## src/rtl/axis_fringe_generator_pkg.sv

```systemverilog
// axis_fringe_pkg: state encoding, phase constants and quadrature mapping for the fringe generator
package axis_fringe_pkg;
    typedef enum logic {IDLE = 1'b0, MOVE = 1'b1} state_t;
    localparam logic [1:0] PH0 = 2'd0;
    localparam logic [1:0] PH1 = 2'd1;
    localparam logic [1:0] PH2 = 2'd2;
    localparam logic [1:0] PH3 = 2'd3;
    function automatic logic [1:0] quad_map(input logic [1:0] ph);
        return {ph == PH2 || ph == PH3, ph == PH1 || ph == PH2};
    endfunction
endpackage

```

## src/rtl/axis_fringe_generator_dwell_timer.sv

```systemverilog
// fringe_dwell_timer: counts enabled handshakes and pulses on the last one of each dwell period
module fringe_dwell_timer (
    input  logic        aclk,
    input  logic        aresetn,
    input  logic        clr,
    input  logic        en,
    input  logic [15:0] dwell_l,
    output logic        tick
);
    logic [15:0] cnt;
    assign tick = en && cnt == dwell_l - 16'd1;
    always_ff @(posedge aclk) begin
        if (!aresetn || clr)
            cnt <= '0;
        else if (en)
            cnt <= tick ? '0 : cnt + 16'd1;
    end
endmodule

```

## src/rtl/axis_fringe_generator.sv

```systemverilog
// axis_fringe_generator: walks a quadrature square-wave stream from its position to a commanded target
module axis_fringe_generator
    import axis_fringe_pkg::*;
#(
    parameter int S_AXIS_TDATA_WIDTH = 16,
    parameter int M_AXIS_TDATA_WIDTH = 32
) (
    input  logic                          aclk,
    input  logic                          aresetn,
    input  logic [14:0]                   amplitude,
    input  logic [15:0]                   dwell,
    input  logic                          S_AXIS_tvalid,
    input  logic [S_AXIS_TDATA_WIDTH-1:0] S_AXIS_tdata,
    output logic                          S_AXIS_tready,
    input  logic                          M_AXIS_tready,
    output logic                          M_AXIS_tvalid,
    output logic [M_AXIS_TDATA_WIDTH-1:0] M_AXIS_tdata,
    output logic                          busy
);
    localparam int QW = S_AXIS_TDATA_WIDTH + 2;
    localparam int HW = M_AXIS_TDATA_WIDTH / 2;
    state_t                state;
    logic signed [QW-1:0]  q, target_q, s_target, q_step, q_next;
    logic [14:0]           amp, amp_next;
    logic [15:0]           dwell_l;
    logic                  s_hs, m_hs, tick;
    logic [1:0]            pos;
    logic signed [HW-1:0]  amp_p, amp_n;

    assign S_AXIS_tready = state == IDLE;
    assign busy          = state == MOVE;
    assign s_hs          = S_AXIS_tvalid && state == IDLE;
    assign m_hs          = M_AXIS_tvalid && M_AXIS_tready && state == MOVE;
    assign s_target      = {S_AXIS_tdata, 2'b00};
    assign q_step        = (target_q > q) ? q + QW'(1) : q - QW'(1);
    assign q_next        = tick ? q_step : q;
    assign amp_next      = s_hs ? amplitude : amp;
    // Output sample is built from next-state values so it tracks q one cycle after the step handshake.
    assign pos           = quad_map(q_next[1:0]);
    assign amp_p         = HW'(amp_next);
    assign amp_n         = -amp_p;

    fringe_dwell_timer u_timer (
        .aclk    (aclk),
        .aresetn (aresetn),
        .clr     (s_hs),
        .en      (m_hs),
        .dwell_l (dwell_l),
        .tick    (tick)
    );

    always_ff @(posedge aclk) begin
        if (!aresetn) begin
            state         <= IDLE;
            q             <= '0;
            target_q      <= '0;
            amp           <= '0;
            dwell_l       <= 16'd1;
            M_AXIS_tvalid <= 1'b0;
            M_AXIS_tdata  <= '0;
        end else begin
            M_AXIS_tvalid <= 1'b1;
            M_AXIS_tdata  <= {pos[1] ? amp_p : amp_n, pos[0] ? amp_p : amp_n};
            q             <= q_next;
            amp           <= amp_next;
            if (s_hs) begin
                target_q <= s_target;
                dwell_l  <= (dwell == 16'd0) ? 16'd1 : dwell;
                state    <= (s_target == q) ? IDLE : MOVE;
            end else if (tick && q_step == target_q) begin
                state <= IDLE;
            end
        end
    end
endmodule

```

## config.mk

```make
export PLATFORM = sky130hd
export DESIGN_NAME = axis_fringe_generator
export DESIGN_NICKNAME = d
export VERILOG_FILES = /design/src/rtl/axis_fringe_generator_pkg.sv /design/src/rtl/axis_fringe_generator_dwell_timer.sv /design/src/rtl/axis_fringe_generator.sv
export SDC_FILE = /design/constraint.sdc
export NUM_CORES = 1
export LEC_CHECK = 0
export ABC_CLOCK_PERIOD_IN_PS = 5810
export CORE_MARGIN = 2
export CORE_UTILIZATION = 57
export DETAILED_ROUTE_END_ITERATION = 8
export PLACE_DENSITY = 0.81
export SYNTH_ARGS = -nofsm -noshare
export SYNTH_HDL_FRONTEND = slang
export SYNTH_SLANG_ARGS = --single-unit
```

## constraint.sdc

```tcl
create_clock -name aclk -period 5.81 [get_ports aclk]
set_input_delay 0.8715 -clock aclk [delete_from_list [all_inputs] [get_ports aclk]]
set_output_delay 0.8715 -clock aclk [all_outputs]
set_load 0.03 [all_outputs]
```

======== After elaboration in Yosys (flattened, before gate mapping) ========
Cells that the tools add are included.
storage, ports and cells
  register bits after elaboration ......... 115
  latch bits .............................. 0
  memory bits (writable) .................. 0
  bits in read-only memories .............. 0
  input port bits ......................... 51
  output and inout port bits .............. 35
  word-level logic and storage cells ...... 49
  memories ................................ 0
operators by class
  $add $sub $neg .......................... 5
  multipliers ............................. 0
  divide/modulo/power cells ............... 0
  magnitude comparators ................... 1
  equality and inequality tests ........... 6
  shift-type cells ........................ 0
  muxes and demuxes ....................... 11
  bitwise logic cells ..................... 2
  reductions and logical operators ........ 13
operator list
  cell                                                number
  2-to-1 mux 15 bit                                   3
  == test 18 bit                                      2
  2-to-1 mux 16 bit                                   2
  adder 18 x 2 -> 18 bit, second input constant       1
  > comparator 18 bit                                 1
  2-to-1 mux 18 bit                                   1
  subtractor 18 x 2 -> 18 bit, second input constant  1
  adder 16 x 1 -> 16 bit, second input constant       1
  == test 16 bit                                      1
  zero test 16 bit                                    1
  negation 15 -> 16 bit                               1
  subtractor 16 x 1 -> 16 bit, second input constant  1
  logical AND 1 bit                                   5
  == test 2 bit, second input constant                2
  2-to-1 mux 1 bit                                    4
  OR reduction 2 bit                                  2
  logical OR 1 bit                                    3
  == test 2 x 1 -> 1 bit, second input constant       1
  2-to-1 mux 2 bit                                    1
  inverter 1 bit                                      2
  nonzero test 2 bit                                  1
  zero test 1 bit                                     1

======== Longest topological paths before layout ========
Gate-level depths: netlist of run 1.
  depth after elaboration ................. 7
  depth in mapped cells ................... 18
  mapped depth without buffers ............ 17

======== Modules after synthesis ========
A second synthesis of run 1 with hierarchy kept.
second synthesis, totals
  cells, all modules ...................... 832
  area total of the unflattened synthesis .. 6,929.1 um^2
by module, submodules not included
  module                 instances  cells each  area an instance (um^2)
  axis_fringe_generator  1          671         5,571.6
  fringe_dwell_timer     1          161         1,357.6

======== Worst setup path before layout of run 1 ========
OpenSTA, ideal clock, no wires.
  path kind ............................... register to register
  from .................................... register q[17]
  to ...................................... register state, in the netlist busy
  arrival time ............................ 4.122 ns
  path slack .............................. 1.564 ns
  cell stages (with the launch flop) ...... 18
  path buffers ............................ 1
  clock period less this slack ............ 4.246 ns
  path through ............................ dfxtp_1 > inv_1 > ha_1 > nand4_1 > a211oi_1 > a2111oi_0 > a211oi_1 > inv_1 > ha_1 > clkbuf_1 > nand3_1 > o22ai_1 > o21bai_1 > o21ai_1 > a31oi_1 > xnor3_1 > nor4_1 > a21oi_1
on the way
  longest elaborated chain between the ends .. 5
  elaborated cells on any way between the ends .. 10
  those cells by class .................... 2 x add/sub; 1 x order compare; 2 x eq/ne; 3 x mux; 2 x reduce/logical
ends and longest elaborated chain
  element                                              line                         source
  from (decl)                                          axis_fringe_generator.sv:23  logic signed [QW-1:0] q, target_q, s_target, q_step, q_next;
  from (signal assigned)                               axis_fringe_generator.sv:64  q <= q_next;
  subtractor 18 x 2 -> 18 bit (tied with other cells)  axis_fringe_generator.sv:35  assign q_step = (target_q > q) ? q + QW'(1) : q - QW'(1);
  2-to-1 mux 18 bit                                    axis_fringe_generator.sv:35
  == test 18 bit                                       axis_fringe_generator.sv:70  end else if (tick && q_step == target_q) begin
  logical AND 1 bit                                    axis_fringe_generator.sv:70
  nonzero test 2 bit (no line)                         --
  to (signal assigned)                                 axis_fringe_generator.sv:69  state <= (s_target == q) ? IDLE : MOVE;
  to (decl)                                            axis_fringe_generator.sv:22  state_t state;
Several ways; a longest one is shown, not always the timed one.
A chain may end at the register's enable or synchronous reset.

======== Final worst setup path of run 1 ========
Ends and elaborated chain as after synthesis.

==> impl_results.md, run 1 <==
- Reg power frac: 0.314
- DRT iter0 DRCs: 542
- CTS root buffer: clkbuf_16
- Slowest CP cell: ha_1
- Pin count of the biggest net entering global routing: 62
- Seq/Total Area, Yosys: 0.317
- Cell accounting for the most synthesized area: dfxtp_1
- Slowest Stage Delay on Critical Path: 0.57 ns
- Synth area leaders: dfxtp_1, xor2_1, ha_1
- Area Overhead vs Synth: 21.3%
- Std-Cell Rows: 40
- RSZ-0062 raised after global routing: no
- Ys flop type: dfxtp_1
- Post-synthesis register bit count: 113
- WP buf/inv: 2
- Req. time, crit path: 6.12 ns
- Final Critical Period: 5.11 ns
- Total track usage: 0.302
- Final cell count without fillers: 1,130
- Slew HR: 0.268
- Post-CTS Setup Repair Bufs: 0
- P per Cell Area: 316 nW/um2
- Wirelength per Cell: 17.5 um
- Peak VDD IR: 0.278 mV
- H-tree Lvls: 4
- Comb pwr share: 0.280
- Synth warnings: 0
- Syn avg cell area: 8.06 um2
- Later-pin clock latency in the skew report: 0.43 ns
- Peak Freq: 196 MHz
- Initial antenna violation count: 1
- Hold buffer count at CTS: 0
- Sink Count: 113
- CP Launch Type: flop
- Critical path arrival: 5.43 ns
- DP HPWL: 13.4 mm
- Distinct cells, synth: 69
- Fillcell total: 955
- Net Sw Frac: 0.319
- DRC errors left: 0
- Core Region: 12,100 um2
- Post-route ant nets: 0
- Nets: 1,041
- Most frequent cells in the layout: nor2_1, dfxtp_1, nand2_1
- Run status: finished clean
- Yosys top cell area share: 0.317
- Crit path cell chain: inv_1 > ha_1 > nand4_1 > a211oi_1 > a2111oi_0 > a211oi_1 > inv_1 > ha_1 > nand3_1 > o22ai_1 > nor2_1 > and2_1 > a2111oi_0 > nand4_1 > nor4_1 > a21oi_1
- Pint: 1.86 mW
- Hold crit path type: flop to flop
- Placer Congestion: 1.01
- Synthesized area: 7140 um2
- Dpl cells: 1,098
- CP delay by family, top: compound AO/OA/AOI/OAI gates
- Multi-input gate area: 4560 um2
- Max-slew violation count: 0
- Net Switching: 0.873 mW
- Starting Density: 0.589
- Post-Syn Nets: 977
- CP endpoint kind: flop
- Worst Hold Slack: 0.474 ns
- Crit path kind: flop to flop
- Post-Syn Instances: 885
- Vias: 6,701
- Vias in the first global route: 6,339
- Die width: 116 um
- Die Area: 13,400 um2
- FF/Latch Area: 2260 um2
- Post-CTS Resized: 0
- Share of cells above drive strength 1: 0.0645
- Most common cell after layout, fill and taps aside: nor2_1
- I/O pin total: 86
- Global-route wire length before repair: 31.5 mm
- Tightest Pin Transition: 1.10 ns
- Final period utilization: 0.880
- Setup TNS: 0 ns
- Initial DRT Pass Iterations: 5
- IO Port Bufs: 85
- Synth async-reset ratio: 0
- EDFF count, synth: 0
- Routed Wire Length: 19.8 mm
- Max Root-Sink Buffers: 2
- P_leak: 3.49 nW
- Fin. Hold Viols: 0
- Clock power frac: 0.407
- Clock skew: 0.00826 ns
- CTS buffer count: 17
- Gr ovfl total: 0
- Setup Viol. Count Final: 0
- CTS tree: yes
- Clk slew on worst S/H paths: 0.06 ns
- Number of max-cap violations: 0
- Critical path fanouts, max: 13
- Die Ht: 116 um
- DR vias/cell: 5.93
-- synthesized netlist by cell type (3+ instances only) --
cell       number
o2111ai_1       3
nor4b_1         4
nor3_1         22
o22ai_1         3
and2_1          3
ha_1           40
buf_6           4
a211oi_1       11
o211ai_1       11
or4b_2          3
xnor2_1        38
buf_2           8
nor2b_1         6
a2111oi_0       3
or3_1           4
and3_1          9
o21ai_0        11
or2_2           4
a31oi_1         9
nand2b_1        6
or3b_2          3
clkbuf_1       29
and4_1          4
a21o_1          9
a21oi_1        83
nor4_1         11
dfxtp_1       113
a211oi_2        3
inv_1          27
nor2_1        119
o21a_1          4
mux2i_1        20
nand2_1        91
xor2_1         64
nand4_1        16
nor3b_1         6
nand3_1        35
-- per-layer routing --
metal  GRT usage  wire [um]  vias to the layer above
met1       0.401       9040                     3164
li1            -          -                     3236
met5           0          0                        -
met4       0.121        459                        0
met3      0.0915       1640                       45
met2       0.461       8660                      256
-- metrics by stage --
stage / power [mW] / cell area, um2 / util / setup WS (ns)
2_1_floorplan: 1.39 / 7140 / - / 1.56
3_3_place_gp: 1.61 / 8030 / 0.663 / 0.904
3_5_place_dp: 1.61 / 8030 / 0.663 / 0.809
4_1_cts: 2.73 / 8660 / 0.715 / 0.783
5_1_grt: 2.85 / 8660 / 0.715 / 0.280
6_report: 2.73 / 8660 / 0.715 / 0.696
-- kinds of logic (layout without fill, tap and decap cells) --
| group | Yosys count | after routing | synth area share |
|---|---|---|---|
| buffers and inverters | 73 | 149 | 0.0451 |
| multiplexers | 22 | 22 | 0.0312 |
| AO/OA/AOI/OAI | 169 | 169 | 0.149 |
| adder cells (fa/ha/maj) | 41 | 41 | 0.0729 |
| AND/OR/NAND/NOR | 362 | 362 | 0.250 |
| XOR/XNOR | 105 | 105 | 0.135 |
| other | 0 | 1 | 0 |
| flip-flops | 113 | 113 | 0.317 |
-- sequential cells by signal, summed over array words and instances (netlist names) --
name / count
u_timer.cnt: 16
M_AXIS_tvalid: 1
q: 18
dwell_l: 16
amp: 14
M_AXIS_tdata: 31
target_q: 16
busy: 1
-- path summary, 6_finish.rpt --
check,endpoint,cells past startpoint,start,slack (ns)
setup / recovery,busy,16,q[17],0.70
hold / removal,dwell_l[15],2,dwell_l[15],0.47
setup reg to reg,busy,16,q[17],0.70
hold reg to reg,dwell_l[15],2,dwell_l[15],0.47
-- cell type report --
class                      count  share of cell area
sequential                   113               0.261
multi-input combinational    699               0.527
clock buffer                  19              0.0512
clock inverter                12              0.0212
tap                          168              0.0243
inverter                      28              0.0121
timing repair buffer          90               0.103
antenna                        1            0.000289
-- tightest hold or removal path: cells and delay by family, from the launching register on --
family,cells,cell delay (ns)
AOI/OAI and AO/OA,1,0.05
DFF,1,0.32
and+or+nand+nor,1,0.06
-- power by group through the flow --
stage               registers [mW]  logic [mW]  clock network, mW
floorplan                    0.921       0.473                  0
global placement             0.871       0.740                  0
detailed placement           0.871       0.742                  0
CTS                          0.857       0.752               1.12
global route                 0.862       0.828               1.16
finish                       0.857       0.764               1.11
No activity file was read; power rests on OpenSTA's default activity.
==> inputs of run 2 (changes only) <==
--- a/config.mk
+++ b/config.mk
@@ -10,6 +10,7 @@
 export CORE_UTILIZATION = 57
 export DETAILED_ROUTE_END_ITERATION = 8
 export PLACE_DENSITY = 0.81
+export RECOVER_POWER = 100
 export SYNTH_ARGS = -nofsm -noshare
 export SYNTH_HDL_FRONTEND = slang
 export SYNTH_SLANG_ARGS = --single-unit
==> run 2 against run 1 <==
Net effect: the run now ends with capacitance limit, slew limit left; final cell count hardly changed; total power is 0.43% lower; clock-buffer cell count stayed put; largest power group unchanged; sequential share of layout area is 0.053 points higher; worst setup slack worse by 0.054 ns; sequential power hardly changed; critical endpoint unchanged; critical path depth stayed put; sequential cell count stayed put; wire length is 0.33% lower.
==> impl_results.md, run 2 (synthesis results as in run 1) <==
- Post-CTS Resized: 0 (unchanged)
- Crit path kind: flop to flop
- CP Launch Type: flop
- Share of cells above drive strength 1: 0.0583 (-0.00624)
- Largest registers: M_AXIS_tdata x31, q x18
- Max Root-Sink Buffers: 2 (unchanged)
- Global-route wire length before repair: 31.5 mm (unchanged)
- Most flops, register: M_AXIS_tdata
- Vias: 6,702 (+0.015%)
- Min-Delay Startpoint: dwell_l[15]
- Post-CTS Setup Repair Bufs: 0 (unchanged)
- Critical path fanouts, max: 13 (unchanged)
- Nets: 1,041 (unchanged)
- Reg2reg end: busy
- Req. time, crit path: 6.12 ns (about the same)
- Clk slew on worst S/H paths: 0.06 ns (about the same)
- Most common cell after layout, fill and taps aside: nor2_1
- Hold Path Stages: 2 (unchanged)
- P_leak: 3.52 nW (+1.0%)
- Starting Density: 0.589 (unchanged)
- Final core utilization: 0.713 (-0.00145)
- Sink Count: 113 (unchanged)
- Critical path arrival: 5.48 ns (+0.05 ns)
- Slew HR: -0.377 (-0.645)
- DP HPWL: 13.4 mm (unchanged)
- DRC errors left: 0 (unchanged)
- Gr ovfl total: 0 (unchanged)
- Fin. Hold Viols: 0 (unchanged)
- Total track usage: 0.302 (unchanged)
- DRT iter0 DRCs: 584 (+7.7%)
- IO Port Bufs: 85 (unchanged)
- H-tree Lvls: 4 (unchanged)
- Number of flip-flops in the largest register: 31 (unchanged)
- Final Critical Period: 5.17 ns (+0.0536 ns)
- Die Ht: 116 um (unchanged)
- Setup TNS: 0 ns (unchanged)
- Routed Wire Length: 19.7 mm (-0.33%)
- R2R Setup Slk: 0.64 ns (-0.05 ns)
- Vias in the first global route: 6,339 (unchanged)
- Dpl cells: 1,098 (unchanged)
- Max-slew violation count: 82 (+82)
- Tightest Pin Transition: 2.07 ns (+0.969 ns)
- Worst reg2reg startpoint: q[17]
- CTS root buffer: clkbuf_16
- Hold crit path type: flop to flop
- Post-route ant nets: 0 (unchanged)
- Initial antenna violation count: 2 (+1)
- Number of max-cap violations: 2 (+2)
- P per Cell Area: 315 nW/um2 (-0.23%)
- Placer Congestion: 1.01 (unchanged)
- CTS buffer count: 17 (unchanged)
- Hold buffer count at CTS: 0 (unchanged)
- Placed inst area: 8030 um2 (unchanged)
- End of the worst hold path: dwell_l[15]
- Peak Freq: 194 MHz (-1.0%)
- Setup Viol. Count Final: 0 (unchanged)
- Most frequent cells in the layout: nor2_1, dfxtp_1, nand2_1
- Final period utilization: 0.889 (+0.00922)
- Worst R2R Path Depth: 16 (unchanged)
- CTS tree: yes
- Wirelength per Cell: 17.4 um (-0.42%)
- Run status: finished with violations
- CP endpoint kind: flop
- Final cell count without fillers: 1,131 (+0.088%)
- Core Region: 12,100 um2 (unchanged)
- Fin area: 8640 um2 (-0.20%)
- Std-Cell Rows: 40 (unchanged)
- Clock skew: 0.00853 ns (+0.000276 ns)
- RSZ-0062 raised after global routing: no
- Die Area: 13,400 um2 (unchanged)
- Area Overhead vs Synth: 21.1%
- Peak VDD IR: 0.277 mV (-0.32%)
- I/O pin total: 86 (unchanged)
- Initial DRT Pass Iterations: 5 (unchanged)
- Pin count of the biggest net entering global routing: 62 (unchanged)
- Die width: 116 um (unchanged)
- DR vias/cell: 5.93 (about the same)
- Violated checks: capacitance limit, slew limit
- Later-pin clock latency in the skew report: 0.43 ns (about the same)
==> run 2: worst max path at each step <==
stage | start | endpoint | slack [ns] | depth (start not counted)
global placement | q[17] | busy | 0.90 | 16
global route | q[17] | busy | 0.22 | 16
detailed placement | q[17] | busy | 0.81 | 16
floorplan | q[17] | busy | 1.56 | 17
CTS | q[17] | busy | 0.78 | 16
finish | q[17] | busy | 0.64 | 16
==> run 2: metal layers <==
metal	part of all wire	wire, um	GRT usage	vias to the layer above
met2	0.43	8580	0.461	260
met1	0.45	8900	0.401	3156
met4	0.026	507	0.121	0
met5	0	0	0	-
li1	-	-	-	3237
met3	0.089	1750	0.0915	49
==> run 2: report_power, final <==
group / total (mW) / switching (mW) / internal (mW)
clock: 1.11 / 0.385 / 0.728
sequential: 0.855 / 0.0317 / 0.824
combinational: 0.754 / 0.455 / 0.299
total: 2.72 / 0.872 / 1.85
==> run 2: layout make-up <==
| type | count | area, um2 |
|---|---|---|
| Antenna cell | 2 | 5.00 |
| Clock buffer | 19 | 443 |
| Clock inverter | 12 | 184 |
| Fill cell | 958 | 3470 |
| Inverter | 28 | 105 |
| Multi-Input combinational cell | 699 | 4550 |
| Sequential cell | 113 | 2260 |
| Tap cell | 168 | 210 |
| Timing Repair Buffer | 90 | 885 |
==> run 2: worst max-delay path, cell delays in order (launching register included) <==
cell and delay (ns):
dfxtp_1 0.38, inv_1 0.09, ha_1 0.33, nand4_1 0.18, a211oi_1 0.28, a2111oi_0 0.11
a211oi_1 0.44, inv_1 0.39, ha_1 0.57, nand3_1 0.22, o22ai_1 0.58, nor2_1 0.12
and2_0 0.25, a2111oi_0 0.54, nand4_1 0.17, nor4_1 0.32, a21oi_1 0.11
==> run 2: through the flow <==
step	worst slack (ns)	power, mW	hold WS (ns)
6_report	0.642	2.72	0.474
5_1_grt	0.218	2.84	0.502
4_1_cts	0.783	2.73	0.479
3_5_place_dp	0.809	1.61	0.472
3_3_place_gp	0.904	1.61	0.471
2_1_floorplan	1.56	1.39	0.450
